===== src/rtl/div_pkg.sv =====
// div_pkg: shared state encoding and sizing for the sequential divider
package div_pkg;
  localparam int DIV_WIDTH = 32;
  localparam int CNT_W = $clog2(DIV_WIDTH);
  typedef enum logic [1:0] {
    IDLE    = 2'b00,
    DIVZERO = 2'b01,
    ON      = 2'b10,
    END     = 2'b11
  } div_state_e;
endpackage


===== src/rtl/div_step.sv =====
// div_step: one radix-2 restoring divide iteration
module div_step
  import div_pkg::*;
#(
  parameter int WIDTH = DIV_WIDTH
) (
  input  logic [WIDTH:0]   rem_i,
  input  logic [WIDTH-1:0] quo_i,
  input  logic [WIDTH-1:0] dvs_i,
  output logic [WIDTH:0]   rem_o,
  output logic [WIDTH-1:0] quo_o
);
  logic [WIDTH+1:0] sh;
  logic [WIDTH:0] diff;
  logic ge;
  // shift in the next dividend bit, trial-subtract, restore on borrow
  always_comb begin
    sh = {rem_i, quo_i[WIDTH-1]};
    ge = sh >= {2'b00, dvs_i};
    diff = sh[WIDTH:0] - {1'b0, dvs_i};
    rem_o = ge ? diff : sh[WIDTH:0];
    quo_o = {quo_i[WIDTH-2:0], ge};
  end
endmodule


===== src/rtl/div_seq.sv =====
// div_seq: multi-cycle DIV/DIVU sequencer with pipeline stall and flush abort
module div_seq
  import div_pkg::*;
#(
  parameter int WIDTH = DIV_WIDTH
) (
  input  logic                 clk,
  input  logic                 rst,
  input  logic                 start,
  input  logic                 signed_div,
  input  logic [WIDTH-1:0]     opdata1,
  input  logic [WIDTH-1:0]     opdata2,
  input  logic                 annul,
  output logic [2*WIDTH-1:0]   result,
  output logic                 ready,
  output logic                 stall_div
);
  localparam int CW = $clog2(WIDTH);
  div_state_e state_q, state_d;
  logic [CW-1:0] cnt_q, cnt_d;
  logic [WIDTH:0] rem_q, rem_d, rem_n;
  logic [WIDTH-1:0] quo_q, quo_d, quo_n, dvs_q, dvs_d;
  logic sgn_q, sgn_d, s1_q, s1_d, s2_q, s2_d;
  logic [2*WIDTH-1:0] result_q, result_d;
  logic ready_q, ready_d;
  logic [WIDTH-1:0] abs1, abs2, quo_fix, rem_fix;

  div_step #(.WIDTH(WIDTH)) u_step (
    .rem_i(rem_q),
    .quo_i(quo_q),
    .dvs_i(dvs_q),
    .rem_o(rem_n),
    .quo_o(quo_n)
  );

  // operand magnitudes on accept and sign restoration of the final step
  always_comb begin
    abs1 = (signed_div & opdata1[WIDTH-1]) ? -opdata1 : opdata1;
    abs2 = (signed_div & opdata2[WIDTH-1]) ? -opdata2 : opdata2;
    quo_fix = (sgn_q & (s1_q ^ s2_q)) ? -quo_n : quo_n;
    rem_fix = (sgn_q & s1_q) ? -rem_n[WIDTH-1:0] : rem_n[WIDTH-1:0];
  end

  // next-state: accept, iterate, finish, hold until the pipeline consumes; flush wins
  always_comb begin
    state_d = state_q;
    cnt_d = cnt_q;
    rem_d = rem_q;
    quo_d = quo_q;
    dvs_d = dvs_q;
    sgn_d = sgn_q;
    s1_d = s1_q;
    s2_d = s2_q;
    result_d = result_q;
    case (state_q)
      IDLE: if (start) begin
        state_d = ~|opdata2 ? DIVZERO : ON;
        cnt_d = '0;
        rem_d = '0;
        quo_d = abs1;
        dvs_d = abs2;
        sgn_d = signed_div;
        s1_d = opdata1[WIDTH-1];
        s2_d = opdata2[WIDTH-1];
      end
      DIVZERO: begin
        state_d = END;
        result_d = '0;
      end
      ON: begin
        rem_d = rem_n;
        quo_d = quo_n;
        cnt_d = cnt_q + 1'b1;
        if (cnt_q == CW'(WIDTH - 1)) begin
          state_d = END;
          result_d = {rem_fix, quo_fix};
        end
      end
      END: state_d = start ? END : IDLE;
      default: state_d = IDLE;
    endcase
    if (annul) begin
      state_d = IDLE;
      result_d = result_q;
    end
    ready_d = state_d == END;
  end

  // state and registered outputs
  always_ff @(posedge clk) begin
    if (rst) begin
      state_q <= IDLE;
      cnt_q <= '0;
      rem_q <= '0;
      quo_q <= '0;
      dvs_q <= '0;
      sgn_q <= 1'b0;
      s1_q <= 1'b0;
      s2_q <= 1'b0;
      result_q <= '0;
      ready_q <= 1'b0;
    end else begin
      state_q <= state_d;
      cnt_q <= cnt_d;
      rem_q <= rem_d;
      quo_q <= quo_d;
      dvs_q <= dvs_d;
      sgn_q <= sgn_d;
      s1_q <= s1_d;
      s2_q <= s2_d;
      result_q <= result_d;
      ready_q <= ready_d;
    end
  end

  assign result = result_q;
  assign ready = ready_q;
  assign stall_div = start & ~ready_q & ~annul;
endmodule


===== config.mk =====
export PLATFORM = sky130hd
export DESIGN_NAME = div_seq
export DESIGN_NICKNAME = d
export VERILOG_FILES = /design/src/rtl/div_pkg.sv /design/src/rtl/div_step.sv /design/src/rtl/div_seq.sv
export SDC_FILE = /design/constraint.sdc
export NUM_CORES = 1
export LEC_CHECK = 0
export CAP_MARGIN = 0
export CORE_MARGIN = 1.5
export CORE_UTILIZATION = 59
export CTS_BUF_LIST = sky130_fd_sc_hd__clkbuf_4
export DETAILED_ROUTE_END_ITERATION = 10
export PLACE_DENSITY = 0.83
export SYNTH_ARGS = -nofsm -noshare
export SYNTH_HDL_FRONTEND = slang
export SYNTH_SLANG_ARGS = --single-unit

===== constraint.sdc =====
create_clock -name clk -period 6.4 [get_ports clk]
set_input_delay 1.28 -clock clk [delete_from_list [all_inputs] [get_ports clk]]
set_output_delay 1.28 -clock clk [all_outputs]
set_load 0.02 [all_outputs]

# --- After elaboration in Yosys (flattened, before gate mapping) ---
# Cells that the tools add are included.
word_totals:
  ff_bits: 172
  out_inout_bits: 66
  inputBits: 69
  wordCells: 59
op_classes:
  n_lt_le_gt_ge: 1
  reduce_logical: 7
  mux: 19
  n_eq_ne: 7
  bitwise: 9
  addsub: 6
ops:
  columns: ["operator", "count"]
  rows:
  - ["$mux W32", 5]
  - ["$neg A32 Y32", 4]
  - ["$pmux W64 S2", 1]
  - ["$mux W33", 2]
  - ["$pmux W33 S2", 1]
  - ["$mux W64", 1]
  - ["$pmux W32 S2", 1]
  - ["$ge A34 B32 Y1", 1]
  - ["$sub A33 B32 Y33", 1]
  - ["$reduce_or A32 Y1", 1]
  - ["$mux W2", 5]
  - ["$pmux W5 S2", 1]
  - ["$pmux W2 S4", 1]
  - ["$and A1 B1 Y1", 6]
  - ["$eq A2 B2 Y1 const B", 3]
  - ["$add A5 B1 Y5 const B", 1]
  - ["$eq A5 B5 Y1 const B", 1]
  - ["$mux W5", 1]
  - ["$ne A2 B2 Y1 const B", 2]
  - ["$reduce_and A2 Y1", 2]
  - ["$reduce_bool A2 Y1", 2]
  - ["$reduce_and A3 Y1", 1]
  - ["$eq A2 B1 Y1 const B", 1]
  - ["$logic_not A2 Y1", 1]
  - ["2 further kinds", 3]

# --- Longest topological paths before layout ---
logic_depth:
  depth_word: 6
  ltp_mapped: 26

# --- Hierarchy ---
# From an unflattened synthesis, not the netlist that was laid out.
unflattened:
  hier_cells: 1499
  hier_area_um2: 11335.9
by_module_without_submodules:
  columns: ["module", "instances", "cells_each", "area_per_inst_um2"]
  rows:
  - ["div_seq", 1, 1121, 8904.8]
  - ["div_step", 1, 378, 2431.1]

# --- Least setup slack after synthesis ---
# Ideal clock, no wire load.
synth_path:
  path_type: "flip-flop to flip-flop"
  from: "register quo_q[31]"
  to: "register result_q[48], in the netlist result[48]"
  arrival_time_ps: 4879
  n_path_buf: 4
  stages_incl_launch_ff: 27
  setup_slack_ps: 1400
  synth_period_minus_slack_ps: 5000
  setup_ps: 121
  path_cell_list: "dfxtp_1 -> inv_1 -> ha_1 -> inv_1 -> fa_1 -> a21oi_1 -> a2bb2oi_2 -> a211oi_4 -> o311ai_4 -> nand3_2 -> buf_2 -> buf_2 -> buf_2 -> buf_1 -> nor2_1 -> a21oi_1 -> inv_1 -> ha_1 -> nand2_1 -> a2111o_1 -> nor4b_1 -> nor4b_2 -> o22ai_1 -> and2_1 -> a31o_2 -> xnor2_1 -> o21ai_0"
synth_between:
  elab_chain_len: 6
  word_cells_on_any_way: 7
synth_rtl:
  columns: ["item", "line", "source"]
  rows:
  - ["start, declared", "div_seq.sv:22", "logic [WIDTH-1:0] quo_q, quo_d, quo_n, dvs_q, dvs_d;"]
  - ["start signal, assigned", "div_seq.sv:106", "quo_q <= quo_d;"]
  - ["$sub A33 B32 Y33 / $ge A34 B32 Y1 (equally long branches)", "div_step.sv:20, div_step.sv:19", null]
  - ["$mux W33 (*)", "div_step.sv:21", "rem_o = ge ? diff : sh[WIDTH:0];"]
  - ["$neg A32 Y32", "div_seq.sv:41", "rem_fix = (sgn_q & s1_q) ? -rem_n[WIDTH-1:0] : rem_n[WIDTH-1:0];"]
  - ["$mux W32 (*)", "div_seq.sv:41", null]
  - ["$mux W64 (*)", "div_seq.sv:74", "if (cnt_q == CW'(WIDTH - 1)) begin"]
  - ["$pmux W64 S2 (*)", "div_seq.sv:55", "case (state_q)"]
  - ["end signal, assigned", "div_seq.sv:111", "result_q <= result_d;"]
  - ["end, declared", "div_seq.sv:24", "logic [2*WIDTH-1:0] result_q, result_d;"]
# Every way passes the cells marked *; elsewhere a longest branch is shown, timed or not. The select of a mux whose other input is x is not followed.
# A chain may end at the register's enable or synchronous reset.

# --- Final worst setup path ---
# Same ends and word-level chain as after synthesis.

==> summary.txt <==
Leading post-synthesis cells by cell area -> dfxtp_1, nor2_1, xnor2_1, nand2_1, xor2_1
Die Y -> 144 um
Max Fclk -> 0.189 GHz
Final min period -> 5290 ps
CTS Hold Buffers Added -> 0
CP max stage cell -> nor4b_1
Worst-margin pin slew -> 1010 ps
Initial core utilization -> 60.2%
Worst Hold Depth -> 2
Die area -> 20,700 um2
Residual DRC -> 0
Mapped cell area -> 11,700 um2
HP Class -> register to register
Initial antenna violation count -> 2
Cells resized by post-CTS repair -> 0
Routed met1 length -> 15,000 um
Overall routing resource usage -> 34.1%
Core Box Area -> 19,500 um2
Placed Area -> 13,100 um2
CTS Buffer Depth -> 2
Worst Skew -> 27.6 ps
Port bufs -> 134
Status -> finished, final reports clean
End of the worst hold path -> dvs_q[22]
Worst Setup End Kind -> register
Post-synth top cells -> nor2_1, dfxtp_1, nand2_1
First-pass GRT wire length -> 55,700 um
Post-synth EDFFs -> 0
Leading area contributor after synthesis -> dfxtp_1
Crit-path max FO -> 9
Cell Chain, Critical Path -> inv_1 > ha_1 > inv_1 > fa_1 > a21oi_1 > a2bb2oi_2 > a211oi_4 > o311ai_4 > nand3_2 > mux2i_1 > ha_1 > nand2_1 > a2111o_1 > nor4b_1 > nor4b_2 > o22ai_1 > and2_1 > a31o_2 > xnor2_1 > o21ai_0
CTS tree -> done
CP required -> 6910 ps
Number of global-route vias before repair -> 10,800
Highest routing layer actually used -> met5
Reg-to-reg setup timing slack -> 1110 ps
Maximum vdd drop -> 132 uV
Crit path DAT -> 5810 ps
Cell family with most CP delay -> compound AO/OA/AOI/OAI gates
TritonRoute pass-1 iters -> 8
Hold Vio Cnt, Final -> 0
Post-DR vias/cell -> 6.36
Synth Net Count -> 1,645
Post-layout instance area -> 13,300 um2
Cell variety after synth -> 85
Register area share after synthesis -> 29.4%
Worst setup SP type -> register
Hold_sp -> dvs_q[22]
Routability cong. -> 0.977
Row cnt -> 51
Total grt overflow -> 0
Pwr/cell area -> 178 nW/um2
Post-detail-place hpwl -> 26,000 um
RR Startpoint -> quo_q[31]
Fin util -> 68.5%
# IOs -> 135
Final Cycle Share -> 82.7%
Clock sinks -> 172
Slew Limit Fails -> 0
Final WL -> 35,100 um
Post-synth top area share -> 29.4%
Root buf cell -> clkbuf_4
Clk pin slew, worst setup/hold paths -> 150 ps
Main synth FF type -> dfxtp_1
Area growth from synthesis to layout -> 13.9%
Post-synth ARST share -> 0%
DR iter-0 viols -> 1,297
Largest net degree at the start of global routing -> 89
Antenna Nets Post-Route -> 0
Setup repair after global routing missed its margin -> false
Buffers and inverters on the worst path -> 2
Max-cap violations -> 0
Yosys warnings -> 0
R2R depth -> 20
WP depth -> 20
Static Leak -> 5.05 nW
Worst stage delay on the critical path -> 440 ps
Met3 WL -> 2930 um
Cell count after synthesis -> 1,537
Clk_lat worst skew -> 600 ps
CTS buffer count -> 17
Worst r2r dst -> result[48]
Average size of a mapped cell -> 7.62 um2
DR vias -> 12,000
Share of cells above drive strength 1 -> 4.96%
Critical path class -> register to register
Setup_tns -> 0 ps
Layout net count -> 1,708
Avg WL per Cell -> 18.6 um
Die width -> 144 um
Worst slew margin -> 32.1%
Most numerous cell in the Yosys netlist -> nor2_1
Total setup buffers inserted after CTS -> 0
Wire length on met2 -> 15,900 um
Final setup viols -> 0
CTS H-Tree Depth -> 4
Yosys reg bits -> 172
worst min-delay path, stage by stage, from the launching register on:
cell	delay, ps
dfxtp_1	340
nand2_1	50
a21oi_1	50
worst max path at each step:
| stage | startpoint | to |
|---|---|---|
| after CTS | quo_q[31] | result[48] |
| after detailed placement | quo_q[31] | result[48] |
| final | quo_q[31] | result[48] |
| after floorplan | quo_q[31] | result[48] |
| after global placement | quo_q[31] | result[48] |
| after global routing | quo_q[31] | result[48] |
per-stage QoR:
step | hold WS, ps | std cells | power [W] | worst slack, ps
2_1_floorplan | 432 | 1537 | 0.00156 | 1400
3_3_place_gp | 439 | 1846 | 0.00173 | 1480
3_5_place_dp | 442 | 1846 | 0.00174 | 1330
4_1_cts | 465 | 1878 | 0.00237 | 1250
5_1_grt | 495 | 1880 | 0.00248 | 670
6_report | 465 | 1880 | 0.00238 | 1110
layout by cell type (no fill, tap or decap), types with 10 or more instances in the layout:
master,count
nor3_1,37
clkdlybuf4s50_1,133
and2_1,17
nand2b_1,14
xor2_1,60
a211oi_1,34
a21o_1,10
a222oi_1,31
o21ai_0,77
inv_1,56
xnor2_1,76
buf_4,10
nand2_1,146
ha_1,38
a21oi_1,100
nor4_1,18
clkbuf_4,17
or3_1,18
nand3_1,18
a31oi_1,13
o31ai_1,20
and3_1,13
a22oi_1,64
or4_1,11
dfxtp_1,172
nand4_1,17
o211ai_1,14
nor2_1,224
per-layer routing:
metal / vias up / global-route usage [%]
li1: 5727 / -
met1: 5567 / 45.8
met2: 565 / 54.1
met3: 93 / 5.73
met4: 2 / 13.5
met5: - / 0
report_power, final:
part | total, W | switching, W | internal [W]
clock network | 0.000646 | 0.000438 | 0.000208
registers | 0.00114 | 0.0000354 | 0.00111
logic | 0.000590 | 0.000367 | 0.000223
cells by family after synthesis:
group,share of synthesized area [%]
fa+ha+maj,4.23
simple gates,23.0
mux,0.737
compound gates,27.1
buf+inv,5.42
xor+xnor,10.2
flops,29.4
area by class of cell:
class	count	area, um2
Sequential cell	172	3440
Tap cell	265	332
Antenna cell	2	5.00
Inverter	57	214
Timing Repair Buffer	143	1410
Clock inverter	15	153
Clock buffer	17	128
Fill cell	1671	6120
Multi-Input combinational cell	1209	7660
sequential cells by signal, indices dropped and copies added (netlist names):
name,count
s2_q,1
ready,1
quo_q,32
s1_q,1
result,64
dvs_q,32
state_q,2
rem_q,33
cnt_q,5
sgn_q,1
Power figures use the tool's default switching activity.
